--- src/rtl/dds_pkg.sv ---
// dds_pkg: shared state encoding and default widths for the DDS table controller.
package dds_pkg;

  localparam int DDS_ADDR_WIDTH  = 9;
  localparam int DDS_DATA_WIDTH  = 8;
  localparam int DDS_PHASE_WIDTH = 24;

  typedef enum logic [1:0] {
    IDLE = 2'd0,
    LOAD = 2'd1,
    RUN  = 2'd2
  } dds_state_e;

endpackage

--- src/rtl/dds_phase_acc.sv ---
// dds_phase_acc: phase accumulator and table-address slice for DDS playback.
// The accumulator only advances on playback cycles; every other cycle parks it
// at zero so a new playback session always starts from table address 0.
module dds_phase_acc
  import dds_pkg::*;
#(
  parameter int ADDR_WIDTH  = DDS_ADDR_WIDTH,
  parameter int PHASE_WIDTH = DDS_PHASE_WIDTH
) (
  input  logic                   clk,
  input  logic                   rst,
  input  logic                   i_advance,
  input  logic [PHASE_WIDTH-1:0] i_tuning_word,
  input  logic [ADDR_WIDTH-1:0]  i_offset,
  output logic [ADDR_WIDTH-1:0]  o_rd_addr
);

  logic [PHASE_WIDTH-1:0] r_phase;
  logic [ADDR_WIDTH-1:0]  w_phase_addr;

  // Accumulate modulo 2^PHASE_WIDTH while playing, otherwise hold phase at zero.
  always_ff @(posedge clk or posedge rst) begin
    if (rst) begin
      r_phase <= '0;
    end else if (i_advance) begin
      r_phase <= r_phase + i_tuning_word;
    end else begin
      r_phase <= '0;
    end
  end

  // Top phase bits address the table; the offset add wraps silently.
  assign w_phase_addr = r_phase[PHASE_WIDTH-1 -: ADDR_WIDTH];
  assign o_rd_addr    = w_phase_addr + i_offset;

endmodule

--- src/rtl/dds_table_ctrl.sv ---
// dds_table_ctrl: loads a waveform table into an external RAM and plays it
// back through a phase accumulator with a two-stage valid pipeline.
// Optional feature macro: DDS_PHASE_OFFSET_EN adds a phase_offset input that
// is added to the table address (latency unchanged).
module dds_table_ctrl
  import dds_pkg::*;
#(
  parameter int ADDR_WIDTH  = DDS_ADDR_WIDTH,
  parameter int DATA_WIDTH  = DDS_DATA_WIDTH,
  parameter int PHASE_WIDTH = DDS_PHASE_WIDTH
) (
  input  logic                   clk,
  input  logic                   rst,
  input  logic                   load_start,
  input  logic                   load_valid,
  input  logic [DATA_WIDTH-1:0]  load_data,
  output logic                   load_ready,
  output logic                   load_done,
  input  logic                   run_en,
  input  logic [PHASE_WIDTH-1:0] tuning_word,
`ifdef DDS_PHASE_OFFSET_EN
  input  logic [ADDR_WIDTH-1:0]  phase_offset,
`endif
  output logic [ADDR_WIDTH-1:0]  ram_wr_addr,
  output logic [DATA_WIDTH-1:0]  ram_din,
  output logic                   ram_wr_en,
  output logic [ADDR_WIDTH-1:0]  ram_rd_addr,
  input  logic [DATA_WIDTH-1:0]  ram_dout,
  output logic [DATA_WIDTH-1:0]  sample_out,
  output logic                   sample_valid,
  output logic                   table_valid
);

  localparam logic [ADDR_WIDTH-1:0] LAST_ADDR = '1;

  dds_state_e             r_state;
  dds_state_e             w_state_nxt;
  logic [ADDR_WIDTH-1:0]  r_ptr;
  logic                   r_load_done;
  logic                   r_table_valid;
  logic                   r_vld_p1;
  logic                   r_vld_p2;
  logic [DATA_WIDTH-1:0]  r_sample_p2;
  logic                   w_load_ready;
  logic                   w_wr_en;
  logic                   w_last_wr;
  logic                   w_enter_load;
  logic                   w_issue;
  logic [ADDR_WIDTH-1:0]  w_offset;

  // Next-state and load-side strobes; load_start has priority over run_en in IDLE.
  always_comb begin
    w_state_nxt  = r_state;
    w_load_ready = 1'b0;
    w_wr_en      = 1'b0;
    w_last_wr    = 1'b0;
    case (r_state)
      IDLE: begin
        if (load_start) begin
          w_state_nxt = LOAD;
        end else if (run_en && r_table_valid) begin
          w_state_nxt = RUN;
        end
      end
      LOAD: begin
        w_load_ready = 1'b1;
        w_wr_en      = load_valid;
        w_last_wr    = load_valid && (r_ptr == LAST_ADDR);
        if (w_last_wr) begin
          w_state_nxt = IDLE;
        end
      end
      RUN: begin
        if (load_start) begin
          w_state_nxt = LOAD;
        end else if (!run_en) begin
          w_state_nxt = IDLE;
        end
      end
      default: w_state_nxt = IDLE;
    endcase
  end

  // A playback cycle is one spent in RUN that stays in RUN; leaving RUN flushes.
  assign w_enter_load = (w_state_nxt == LOAD) && (r_state != LOAD);
  assign w_issue      = (r_state == RUN) && (w_state_nxt == RUN);

  // State register.
  always_ff @(posedge clk or posedge rst) begin
    if (rst) begin
      r_state <= IDLE;
    end else begin
      r_state <= w_state_nxt;
    end
  end

  // Write pointer, table-valid flag and the single-cycle load-complete pulse.
  always_ff @(posedge clk or posedge rst) begin
    if (rst) begin
      r_ptr         <= '0;
      r_table_valid <= 1'b0;
      r_load_done   <= 1'b0;
    end else begin
      r_load_done <= w_last_wr;
      if (w_enter_load) begin
        r_ptr         <= '0;
        r_table_valid <= 1'b0;
      end else begin
        if (w_wr_en) begin
          r_ptr <= r_ptr + 1'b1;
        end
        if (w_last_wr) begin
          r_table_valid <= 1'b1;
        end
      end
    end
  end

`ifdef DDS_PHASE_OFFSET_EN
  assign w_offset = phase_offset;
`else
  assign w_offset = '0;
`endif

  // p0: read address issued from the accumulator.
  dds_phase_acc #(
    .ADDR_WIDTH  (ADDR_WIDTH),
    .PHASE_WIDTH (PHASE_WIDTH)
  ) u_phase_acc (
    .clk           (clk),
    .rst           (rst),
    .i_advance     (w_issue),
    .i_tuning_word (tuning_word),
    .i_offset      (w_offset),
    .o_rd_addr     (ram_rd_addr)
  );

  // p1: RAM data returns; p2: sample registered. Both stages drop on RUN exit.
  always_ff @(posedge clk or posedge rst) begin
    if (rst) begin
      r_vld_p1    <= 1'b0;
      r_vld_p2    <= 1'b0;
      r_sample_p2 <= '0;
    end else begin
      r_vld_p1 <= w_issue;
      r_vld_p2 <= r_vld_p1 && w_issue;
      if (r_vld_p1 && w_issue) begin
        r_sample_p2 <= ram_dout;
      end
    end
  end

  assign load_ready   = w_load_ready;
  assign load_done    = r_load_done;
  assign ram_wr_en    = w_wr_en;
  assign ram_wr_addr  = r_ptr;
  assign ram_din      = w_wr_en ? load_data : '0;
  assign sample_out   = r_sample_p2;
  assign sample_valid = r_vld_p2;
  assign table_valid  = r_table_valid;

endmodule
--- config.mk ---
export PLATFORM = sky130hd
export DESIGN_NAME = dds_table_ctrl
export DESIGN_NICKNAME = d
export VERILOG_FILES = /design/src/rtl/dds_pkg.sv /design/src/rtl/dds_phase_acc.sv /design/src/rtl/dds_table_ctrl.sv
export SDC_FILE = /design/constraint.sdc
export NUM_CORES = 1
export LEC_CHECK = 0
export ABC_AREA = 1
export ABC_CLOCK_PERIOD_IN_PS = 2800
export CORE_ASPECT_RATIO = 1.5
export CORE_MARGIN = 3
export CORE_UTILIZATION = 45
export DETAILED_ROUTE_END_ITERATION = 8
export HOLD_SLACK_MARGIN = 0.03
export PLACE_DENSITY = 0.73
export SKIP_CTS_REPAIR_TIMING = 1
export SYNTH_ARGS = -nofsm -noshare
export SYNTH_HDL_FRONTEND = slang
export SYNTH_SLANG_ARGS = --single-unit
--- constraint.sdc ---
create_clock -name clk -period 2.8 [get_ports clk]
set_clock_uncertainty 0.2 [all_clocks]
set_input_delay 0.56 -clock clk [delete_from_list [all_inputs] [get_ports clk]]
set_output_delay 0.56 -clock clk [all_outputs]
set_load 0.05 [all_outputs]
Word level (Yosys, flattened, before mapping)
Cells that the tools add are included.
Widths: inputs -> output; s select.
{"block": "word_totals", "elab_cells": 39, "ff_bits": 47, "output_inout_bits": 39, "inputBits": 45}
{"block": "classes", "eq_ne": 6, "mux": 15, "addsub": 2, "reduce_logical": 8}
{"cell": "$add 24x24->24", "count": 1}
{"cell": "$mux 24", "count": 1}
{"cell": "$mux 9", "count": 2}
{"cell": "$mux 2", "count": 5}
{"cell": "$add 9x1->9 const B", "count": 1}
{"cell": "$eq 9x9->1 const B", "count": 1}
{"cell": "$mux 8", "count": 1}
{"cell": "$pmux 2 s3", "count": 1}
{"cell": "$logic_and 1x1->1", "count": 5}
{"cell": "$mux 1", "count": 5}
{"cell": "$eq 2x1->1 const B", "count": 2}
{"cell": "$eq 2x2->1 const B", "count": 2}
{"cell": "$reduce_bool 2->1", "count": 2}
{"cell": "$logic_not 2->1", "count": 1}
{"cell": "$ne 2x1->1 const B", "count": 1}

Longest topological paths before layout
Gate-level depths: netlist (run 1).
{"block": "depth", "word_depth": 7, "ltp_mapped": 12, "ltp_nobuf": 12}

Cells and area by module
From an unflattened synthesis (run 1), not the netlist that was laid out.
{"block": "hier_totals", "cells_unflattened": 592, "hier_area_um2": 3881.2}
{"mod": "dds_phase_acc", "area_per_inst_um2": 2783.9, "instances": 1, "seq_area_each_um2": 600.6, "cells_per_inst": 457}
{"mod": "dds_table_ctrl", "area_per_inst_um2": 1097.3, "instances": 1, "seq_area_each_um2": 575.6, "cells_per_inst": 135}

Least setup slack after synthesis (run 1)
No wires, ideal clock.
{"block": "synth_timing", "path_type": "flip-flop to output port", "start": "reg r_state[1]", "end": "out ram_din[0]", "arrival_time_ns": 1.737, "n_path_buf": 1, "slack_ns": 0.303, "required_ns": 2.040, "stages_incl_launch_ff": 5, "path_cell_list": "dfrtp_1 > nor2_4 > nand2_4 > buf_2 > nor2_1"}
{"block": "synth_between", "elab_chain_cells": 3}
{"element": "start: declaration", "line_no": "dds_table_ctrl.sv:36", "text": "dds_state_e r_state;"}
{"element": "start signal: assignment", "line_no": "dds_table_ctrl.sv:93", "text": "r_state <= w_state_nxt;"}
{"element": "$eq 2x1->1", "line_no": "dds_table_ctrl.sv:57", "text": "case (r_state)"}
{"element": "$mux 1", "line_no": "dds_table_ctrl.sv:57"}
{"element": "$mux 8", "line_no": "dds_table_ctrl.sv:157", "text": "assign ram_din = w_wr_en ? load_data : '0;"}
{"element": "end: declaration", "line_no": "dds_table_ctrl.sv:25", "text": "output logic [DATA_WIDTH-1:0] ram_din,"}
No other way between the ends.

Worst setup path after layout (run 1)
{"block": "layout_timing", "start": "reg r_state[1]", "end": "out load_ready"}
{"block": "layout_between", "elab_chain_cells": 2}
{"element": "$eq 2x1->1", "line_no": "dds_table_ctrl.sv:57"}
{"element": "$mux 1", "line_no": "dds_table_ctrl.sv:57"}
{"element": "end: declaration", "line_no": "dds_table_ctrl.sv:17", "text": "output logic load_ready,"}
No other way between the ends.

==> impl_metrics.toml, run 1 <==
[critical_path]
r2r_start = "u_phase_acc.r_phase[0]$_DFF_PP0_"
path_max_fanout = 3
worstSetupPathType = "flop to primary output"
r2r-end = "u_phase_acc.r_phase[12]$_DFF_PP0_"
worst_ep_arrival_time_ps = 1720
startpoint = "r_state[1]$_DFF_PP0_"
endpoint_kind = "primary output"
r2r_slack_ps = 780
worstSetupEndpoint = "load_ready"
rr_worst_depth = 12
cp-start-kind = "flop"
crit_required_ps = 2040

[timing]
hold_viol = 0
finalSetupTns_ps = 0
fmax_mhz = 403
period_minus_slack_ps = 2480
tightest_slew_ps = 529
rsz0062_at_grt = "false"
finalSetupViolCount = 0
maxSlewViolCount = 0
max_slew_margin_pct = 64.7
min_period_over_period_pct = 88.6

[routing]
final_antenna_net_count = 0
first_pass_iters = 4
post_drt_wl_per_cell_um = 12.8
routed_wl_um = 9320
num_vias = 3495
drt-vias-per-instance = 4.79
drc = 0
drt_iter0_markers = 151

[yosys]
netlist_area_sq_um = 3570
synth_cells = 545
ys_seq_elements = 47
netlist.top_cell.by_area = "dfrtp_1"
yosysTopAreaCellShare_pct = 32.9
synthesis.nets = 616
avgSynthCellArea_sq_um = 6.55
yosysWarnings = 0
ys_seq_area_share_pct = 32.9
synth_area_leaders = "dfrtp_1 33%, nand2_1 20%, inv_1 11%"
synth.distinct_cells = 30

[cts]
clk_path_buf_depth = 2
htree_levels = 2
clkTransAtPathRegs_ps = 70
clkSinkCount = 47
clk_latency_ps = 290
cts_tree = "done"
cts_root_buffer = "clkbuf_16"
cts_buffers = 5

[placed_design]
gp_congestion = 0.951
io_buffer_count = 83
hpwlAfterDp_um = 7710

[floorplanning]
die_height_um = 115
rows = 39
coreArea_sq_um = 7660
dieArea_sq_um = 9060
die_w_um = 78.7
ioPinCount = 84
start_util_pct = 46.6

[grt]
antenna_found_initial = 0
grt_max_degree = 21
grt_pass1_wl_um = 15300
grt_usage_pct = 21.3
grt_overflow = 0
grt_pass1_vias = 3514

[finish]
fillers = 734
nets = 697
area.growth.synth_to_final_pct = 32.6
diodes = 0
drive_above_1_share_pct = 6.86
layout_common_cells = "188 x nand2_1, 104 x inv_1, 74 x clkdlybuf4s50_1"
final_common_cell = "nand2_1"

[pwr]
power_density_nw_per_um2 = 426
ir_worst_vdd_v = 0.000581
totalPowerFinal_mw = 2.02
leakage_nw = 2.65

[outcome]
outcome = "finished clean"

[hold_path]
hold_path_class = "flop to flop"

[run]
cap_violations = 0
==> flip-flops by register name (all words and copies together) (netlist names) <==
name,flops
load_done,1
r_vld_p1,1
sample_out,8
table_valid,1
sample_valid,1
r_state,2
u_phase_acc.r_phase,24
ram_wr_addr,9
==> through the flow <==
stage	area (sq um)	setup WS (ps)	util, %	hold WS [ps]	std cells
floorplan	3570	303	-	335	545
global placement	4560	175	59.6	263	721
detailed placement	4560	158	59.6	271	721
CTS	4730	308	61.8	289	729
global route	4730	228	61.8	316	729
finish	4730	320	61.8	284	729
==> how the worst min path moves through the flow <==
stage | from | endpoint | slack (ps) | depth (start not counted)
3_5_place_dp | sample_out[2]$_DFFE_PP0P_ | sample_out[2]$_DFFE_PP0P_ | 270 | 2
6_report | sample_out[2]$_DFFE_PP0P_ | sample_out[2]$_DFFE_PP0P_ | 280 | 2
2_1_floorplan | r_state[0]$_DFF_PP0_ | r_state[1]$_DFF_PP0_ | 340 | 2
4_1_cts | sample_out[2]$_DFFE_PP0P_ | sample_out[2]$_DFFE_PP0P_ | 290 | 2
5_1_grt | sample_out[2]$_DFFE_PP0P_ | sample_out[2]$_DFFE_PP0P_ | 320 | 2
3_3_place_gp | sample_out[2]$_DFFE_PP0P_ | sample_out[2]$_DFFE_PP0P_ | 260 | 2
==> critical path, cell delays in order (launching register included) <==
cell and delay, ps:
dfrtp_1 430, nor2_4 180, clkdlybuf4s50_1 820
==> power breakdown <==
part	switching (mW)	internal, mW
Combinational	0.343	0.223
Sequential	0.0437	0.718
Clock	0.268	0.422
==> metal layers <==
metal	vias up	part of all wire (%)	GRT usage, %
met5	-	0	0
met1	1569	37	21.1
met2	98	55	41.4
li1	1804	-	-
met4	0	2.9	9.57
met3	24	5.1	4.62
==> layout make-up <==
class	count	area [sq um]	share of cell area [%]
clock buffers	5	125	2.64
clock inverters	3	43.8	0.925
inverters	107	402	8.49
multi-input cells	379	1900	40.2
flip-flops and latches	47	1180	24.8
well taps	102	128	2.70
repair buffers	86	956	20.2
==> logic make-up (layout without fill, tap and decap cells) <==
group           after synthesis  in the layout  share of synthesized area, %
xor+xnor                      7              7                          1.72
compound gates               38             38                          5.47
buf+inv                     119            201                          13.7
simple gates                308            308                          36.8
fa+ha+maj                    26             26                          9.32
flops                        47             47                          32.9
==> cell usage after synthesis <==
cell type and number:
nand2_4 1, nor4_1 1, nand3_2 2, nand3b_1 1, a21oi_1 26, nand3_1 26, ha_1 25, nor3b_1 1
nor2_1 62, buf_6 1, nor2_4 5, nand2_2 7, inv_1 105, nor2_2 2, buf_4 9, buf_2 2
nor3_1 3, nand4_1 5, o21ai_0 10, nand2_1 188, fa_1 1, inv_2 2, o211a_1 1, or2_1 1
dfrtp_1 47, and2_4 2, xor2_1 4, o21ai_1 1, xnor2_1 3, nor3_2 1
No activity file was read; power rests on OpenSTA's default activity.
==> inputs of run 2 (changes only) <==
CTS_CLUSTER_DIAMETER = 40   (was not set)
==> results of run 2 <==
The final DEF is identical to that of run 1; final timing and power are the same.
